<file path="src/rtl/responder_arbiter.sv">
// responder_arbiter: four-contestant quiz buzzer arbiter with foul tracking and answer-window countdown.
// Latency: key rise reaches a registered grant/foul on the 3rd clk edge; every output is registered.
// Backpressure: none; presses outside ARMED (other than IDLE fouls) are dropped, clear overrides all.
//
// Ports:
//   clk, rst_n          clock, asynchronous active-low reset
//   start               host start pulse, arms a round from IDLE
//   clear               host round clear, returns to IDLE and wipes round results
//   key[3:0]            raw asynchronous contestant buttons, active-high
//   tick                1 Hz strobe driving the answer-window countdown
//   winner[3:0]         one-hot granted contestant, winner_valid while a grant is held
//   count[CW-1:0]       remaining seconds, timeout when the window expired ungranted
//   foul[3:0]           sticky early-press flags, busy while ARMED
//
// Optional: define ROTATE_PRIO_EN for a round-robin tie-break pointer that follows the
// last winner; without it key[0] always has the highest priority.
module responder_arbiter #(
   parameter int TIME_S = 9,
   parameter int CW     = 4
) (
   input  logic          clk,
   input  logic          rst_n,
   input  logic          start,
   input  logic          clear,
   input  logic [3:0]    key,
   input  logic          tick,
   output logic [3:0]    winner,
   output logic          winner_valid,
   output logic [CW-1:0] count,
   output logic          timeout,
   output logic [3:0]    foul,
   output logic          busy
);

   typedef enum logic [1:0] {
      ST_IDLE    = 2'd0,
      ST_ARMED   = 2'd1,
      ST_LOCKED  = 2'd2,
      ST_TIMEOUT = 2'd3
   } state_e;

   state_e        state_q, state_d;
   logic [3:0]    sync1_q, sync2_q, prev_q;
   logic [1:0]    settle_q;
   logic [3:0]    press, valid, sel_oh;
   logic [3:0]    winner_q, winner_d;
   logic [3:0]    foul_q, foul_d;
   logic          winner_valid_q, winner_valid_d;
   logic          timeout_q, timeout_d;
   logic [CW-1:0] count_q, count_d;

   // Key conditioning: two-flop synchronizer followed by a rising-edge detector.
   always_ff @(posedge clk or negedge rst_n) begin
      if (!rst_n) begin
         sync1_q  <= 4'b0000;
         sync2_q  <= 4'b0000;
         prev_q   <= 4'b0000;
         settle_q <= 2'd0;
      end else begin
         sync1_q <= key;
         sync2_q <= sync1_q;
         prev_q  <= sync2_q;
         if (settle_q != 2'd3) begin
            settle_q <= settle_q + 2'd1;
         end
      end
   end

   // The edge flop starts at 0, so a key already held when reset releases would
   // look like a fresh rise. Presses are masked until both the synchronizer and
   // the edge flop hold real post-reset samples.
   assign press = (settle_q == 2'd3) ? (sync2_q & ~prev_q) : 4'b0000;
   assign valid = press & ~foul_q;

`ifdef ROTATE_PRIO_EN
   logic [1:0] ptr_q, ptr_d, sel_idx, cand;

   // Scan from the farthest offset down so the nearest valid contestant to the
   // pointer is the one left standing.
   always_comb begin
      sel_oh  = 4'b0000;
      sel_idx = ptr_q;
      cand    = 2'd0;
      for (int k = 3; k >= 0; k--) begin
         cand = ptr_q + 2'(k);
         if (valid[cand]) begin
            sel_oh  = 4'b0001 << cand;
            sel_idx = cand;
         end
      end
   end

   // Pointer survives clear on purpose: fairness carries across rounds.
   always_ff @(posedge clk or negedge rst_n) begin
      if (!rst_n) begin
         ptr_q <= 2'd0;
      end else begin
         ptr_q <= ptr_d;
      end
   end
`else
   // Isolate the lowest set bit: key[0] wins every tie.
   assign sel_oh = valid & (~valid + 4'd1);
`endif

   always_comb begin
      state_d        = state_q;
      winner_d       = winner_q;
      winner_valid_d = winner_valid_q;
      count_d        = count_q;
      timeout_d      = timeout_q;
      foul_d         = foul_q;
`ifdef ROTATE_PRIO_EN
      ptr_d          = ptr_q;
`endif
      if (clear) begin
         // Overrides everything, including a press landing on the same cycle.
         state_d        = ST_IDLE;
         winner_d       = 4'b0000;
         winner_valid_d = 1'b0;
         count_d        = '0;
         timeout_d      = 1'b0;
         foul_d         = 4'b0000;
      end else begin
         unique case (state_q)
            ST_IDLE: begin
               foul_d = foul_q | press;
               if (start) begin
                  count_d = CW'(TIME_S);
                  state_d = ST_ARMED;
               end
            end
            ST_ARMED: begin
               // A press beats a simultaneous final tick.
               if (valid != 4'b0000) begin
                  winner_d       = sel_oh;
                  winner_valid_d = 1'b1;
                  state_d        = ST_LOCKED;
`ifdef ROTATE_PRIO_EN
                  ptr_d          = sel_idx + 2'd1;
`endif
               end else if (tick) begin
                  if (count_q > CW'(1)) begin
                     count_d = count_q - CW'(1);
                  end else begin
                     count_d   = '0;
                     timeout_d = 1'b1;
                     state_d   = ST_TIMEOUT;
                  end
               end
            end
            default: begin
               // LOCKED and TIMEOUT hold until clear.
            end
         endcase
      end
   end

   always_ff @(posedge clk or negedge rst_n) begin
      if (!rst_n) begin
         state_q        <= ST_IDLE;
         winner_q       <= 4'b0000;
         winner_valid_q <= 1'b0;
         count_q        <= '0;
         timeout_q      <= 1'b0;
         foul_q         <= 4'b0000;
      end else begin
         state_q        <= state_d;
         winner_q       <= winner_d;
         winner_valid_q <= winner_valid_d;
         count_q        <= count_d;
         timeout_q      <= timeout_d;
         foul_q         <= foul_d;
      end
   end

   assign winner       = winner_q;
   assign winner_valid = winner_valid_q;
   assign count        = count_q;
   assign timeout      = timeout_q;
   assign foul         = foul_q;
   assign busy         = (state_q == ST_ARMED);

endmodule

</file>
<file path="config.mk">
export PLATFORM = sky130hd
export DESIGN_NAME = responder_arbiter
export DESIGN_NICKNAME = d
export VERILOG_FILES = /design/src/rtl/responder_arbiter.sv
export SDC_FILE = /design/constraint.sdc
export NUM_CORES = 1
export LEC_CHECK = 0
export ABC_AREA = 1
export BUFFER_PORTS_ARGS = -buffer_cell sky130_fd_sc_hd__buf_2
export CORE_MARGIN = 2
export CORE_UTILIZATION = 30
export DETAILED_ROUTE_END_ITERATION = 16
export SYNTH_ARGS = -nofsm -noshare
export SYNTH_HDL_FRONTEND = slang
export SYNTH_SLANG_ARGS = --single-unit
</file>
<file path="constraint.sdc">
create_clock -name clk -period 2 [get_ports clk]
set_input_delay 0.4 -clock clk [delete_from_list [all_inputs] [get_ports clk]]
set_output_delay 0.4 -clock clk [all_outputs]
set_load 0.03 [all_outputs]
</file>
======== Word-level counts from Yosys, hierarchy flattened ========
Cells that the tools add are included.
cells by class
  equal/unequal tests ..................... 10
  add/sub/neg operators ................... 3
  order comparisons ....................... 1
  multiplexer cells ....................... 26
  reductions and logical operators ........ 11
  bitwise gates (word level) .............. 7
operator list
  operator             number
  $mux 4               11
  $and 4x4->4          3
  $not 4->4            3
  $reduce_and 4->1     3
  $mux 2               5
  $ne 3x3->1 const B   3
  $mux 1               8
  $pmux 4 s2           1
  $reduce_bool 2->1    4
  $ne 2x2->1 const B   3
  $add 4x1->4 const B  1
  $gt 4x1->1 const B   1
  $ne 4x3->1 const B   1
  $ne 4x4->1 const B   1
  $or 4x4->4           1
  $pmux 2 s2           1
  $reduce_bool 4->1    1
  $sub 4x1->4 const B  1
  $reduce_bool 3->1    1
  $add 2x1->2 const B  1
  $eq 2x1->1 const B   1
  $eq 2x2->1 const B   1
  $logic_not 2->1      1
  $reduce_and 2->1     1
storage, ports and cells
  word-level logic and storage cells ...... 68
  register bits after elaboration ......... 30
  output and inout bits ................... 15
  bits of input ports ..................... 9

======== Logic depth before layout (Yosys ltp) ========
  depth in word-level cells ............... 10
  gate-level depth with buffers ........... 11
  depth with buffers taken out ............ 11

======== Least setup slack after synthesis ========
No wires, ideal clock.
  kind .................................... reg-to-reg
  start point ............................. register count_q[0] (netlist: count[0])
  end point ............................... register state_q[0]
  buffers on the path ..................... 0
  data arrival time ....................... 1.591 ns
  data required time ...................... 1.883 ns
  clock period less this slack ............ 1.708 ns
  stages on the path, launching flop included .. 9
  setup slack ............................. 0.292 ns
  setup time .............................. 0.117 ns
  path through ............................ dfrtp_1 > inv_1 > ha_1 > o21ai_0 > nand2_1 > nand3_1 > nand2_1 > nand2_1 > nand2_1
between the ends
  cells in the longest elaborated chain, start to end .. 3
ends and longest elaborated chain
  what                        line  RTL
  start: declaration          50    logic [CW-1:0] count_q, count_d;
  start signal: assignment    171   count_q <= count_d;
  $gt 4x1->1                  143   if (count_q > CW'(1)) begin
  $ne 4x4->1 (no line)        n/a
  $reduce_and 4->1 (no line)  n/a
  end signal: assignment      168   state_q <= state_d;
  end: declaration            42    state_e state_q, state_d;
Every way passes these cells.
A chain may end at the register's enable or synchronous reset.

======== Worst setup path after layout ========
  start point ............................. register count_q[0] (netlist: count[0])
  end point ............................... register state_q[1]
Same word-level chain as after synthesis.

==> results.cfg <==
[status]
outcome = complete, no violations

[clock_tree]
cts_tree = done
clk_path_buf_depth = 2
postCtsSetupBuffers = 0
clock_latency_ns = 0.28
cts_sinks = 30
h-tree-depth = 2
cts_resized = 0
cts_inserted_buffers = 5
cts_root_buffer = clkbuf_8
clk_pin_slew_worst_paths_ns = 0.06
hold_buffers = 0

[timing]
max_freq_ghz = 0.5711
slew_violations = 0
setup_viol = 0
hold_viol_final = 0
final.setup.tns_ns = 0
layout_setup_ws_ns = 0.2489
rsz0062_at_grt = false
period_needed_ns = 1.751
relSlewSlack_pct = 57.10
tightest_slew_ns = 0.6435
fin_skew_ns = 0.004243
fin_crit_sh_pct = 87.55

[synth]
ys_seq_area_share_pct = 57.69
avgSynthCellArea_um2 = 8.974
netlist_area_mm2 = 0.001301
syn-instance-count = 145
synthesis.nets = 157
ys_ff_latch = 30
synth_cell_type_count = 20
ys_warn_count = 0

[critical_path]
cp-end-kind = flip-flop
r2r_start = count[0]
crit_slowest_cell = o21ai_0
cp.required_ns = 2.17
crit_top_cell = nand2_1
path_depth = 8
critPathTopFamily = simple AND/OR/NAND/NOR gates
crit_type = flip-flop to flip-flop
timing.rr.end = state_q[1]
max_stage_delay_ns = 0.43
path_max_fanout = 5
cp_cell_sequence = inv_1 > ha_1 > o21ai_0 > nand2_1 > nand3_1 > nand2_1 > nand2_1 > nand2_1
cp-start-kind = flip-flop
startpoint = count[0]
crit_end = state_q[1]
cp.arrival_ns = 1.93
crit_buf_inv = 1
reg2reg_slack_ns = 0.25
r2r_cells = 8

[floorplan]
die_w_um = 69.86
num_rows = 23
fp.coreArea_mm2 = 0.004086
start_util_pct = 31.84
dieArea_mm2 = 0.004880
ios = 24
die_h_um = 69.86

[cells_and_area]
ff_latch_area_um2 = 750.7
antenna_cells = 0
nFillCells = 416
synthToLayoutAreaGrowth_pct = 20.58
fin_nets = 186
drive_gt1_share_pct = 25.14
instances_no_fill = 225
multi_input_area_um2 = 489.2

[detailed_routing]
drc = 0
drt_iter0_markers = 46
dr.pass1.iters = 4
drt-total-wl_mm = 2.527
wire_per_inst_um = 11.23
final_antenna_net_count = 0
vias = 1026
vias_per_cell = 4.560

[hold_path]
min_path_type = input port to asynchronous set/reset pin

[flow_run]
cap_violations = 0

[global_route]
grtUsageTotal_pct = 11.71
grt_pass1_vias = 964
antenna_found_initial = 0
grt_max_degree = 31
grt-ovfl-total = 0
grt_pass1_wl_mm = 4.374

[place]
port_buffers = 23
place.gp.congestion = 0.8364
dp_hpwl_mm = 1.854
pre_cts_ws_ns = 0.2457
dp_cells = 217

[pwr]
power_density_mw_per_mm2 = 1316
leakagePower_nw = 0.8398
peakVddDrop_mv = 0.3548
state kept, by name (all words and copies together), names as in the netlist:
register	flops
prev_q	4
winner	4
settle_q	2
sync1_q	4
sync2_q	4
winner_valid	1
count	4
foul	4
state_q	2
timeout	1
cells by family after synthesis:
| logic type | synth area share (%) |
|---|---|
| DFF | 57.69 |
| adders and majority gates | 2.885 |
| and+or+nand+nor | 29.71 |
| AOI/OAI and AO/OA | 3.461 |
| muxes | 0.8653 |
| buffers and inverters | 4.711 |
| xor gates and xnor gates | 0.6732 |
layout make-up:
class	instances	area share [%]
sequential	30	47.85
multi-input combinational	99	31.18
timing repair buffer	23	7.337
clock buffer	6	5.263
tap	50	3.987
inverter	15	3.589
clock inverter	2	0.7975
report_power, final:
| group | leakage [nW] | total [W] | internal, W | switching, W |
|---|---|---|---|---|
| Sequential | 0.371 | 0.000796 | 0.000707 | 0.0000887 |
| Clock | 0.0472 | 0.000502 | 0.000276 | 0.000226 |
| Combinational | 0.422 | 0.000766 | 0.000234 | 0.000532 |
through the flow:
| step | utilization [%] | cell area [um^2] | power, W | hold slack (ns) |
|---|---|---|---|---|
| global placement | 36.07 | 1474 | 0.001570 | 0.3318 |
| CTS | 38.40 | 1569 | 0.002094 | 0.1662 |
| detailed placement | 36.07 | 1474 | 0.001577 | 0.3347 |
| floorplan | - | 1301 | 0.001367 | 0.1044 |
| finish | 38.40 | 1569 | 0.002064 | 0.1378 |
| global route | 38.40 | 1569 | 0.002225 | 0.1984 |
cell usage after synthesis (all sizes together):
cell,number,area [um^2]
dfrtp,30,750.7
nor2,14,62.56
nor3,3,15.01
a21oi,7,35.03
nand2,52,225.2
buf,1,5.000
nand4,1,6.260
ha,3,37.54
o21ai,2,10.01
nand3,13,65.06
mux2,1,11.26
inv,15,56.30
xnor2,1,8.760
or2,2,12.52
routing by layer:
layer  vias to the layer above  routed length, um  GRT usage, %  share of wire, %
li1                        511                  -             -                 -
met1                       474               1074         13.74                43
met2                        30               1196         17.14                47
met3                        11                163         4.618               6.5
met4                         0                 93         8.761               3.7
met5                         -                  0             0                 0
how the worst min path moves through the flow:
stage	start	to	slack [ns]	cells past startpoint
final	rst_n	winner[0]	0.14	1
after global routing	rst_n	sync2_q[2]	0.20	1
after CTS	rst_n	count[1]	0.17	1
after detailed placement	sync1_q[0]	sync2_q[0]	0.33	0
after global placement	sync1_q[1]	sync2_q[1]	0.33	0
after floorplan	rst_n	count[0]	0.10	0
layout by cell type (no fill, tap or decap), drive strengths merged:
master,netlist,layout
a21oi,7,7
ha,3,3
clkinvlp,0,1
nand4,1,1
xnor2,1,1
nand2,52,52
or2,2,2
nor3,3,3
dfrtp,30,30
mux2,1,1
clkbuf,0,6
buf,1,23
inv,15,15
nand3,13,13
o21ai,2,2
nor2,14,14
clkinv,0,1
No activity file was read; power rests on OpenSTA's default activity.
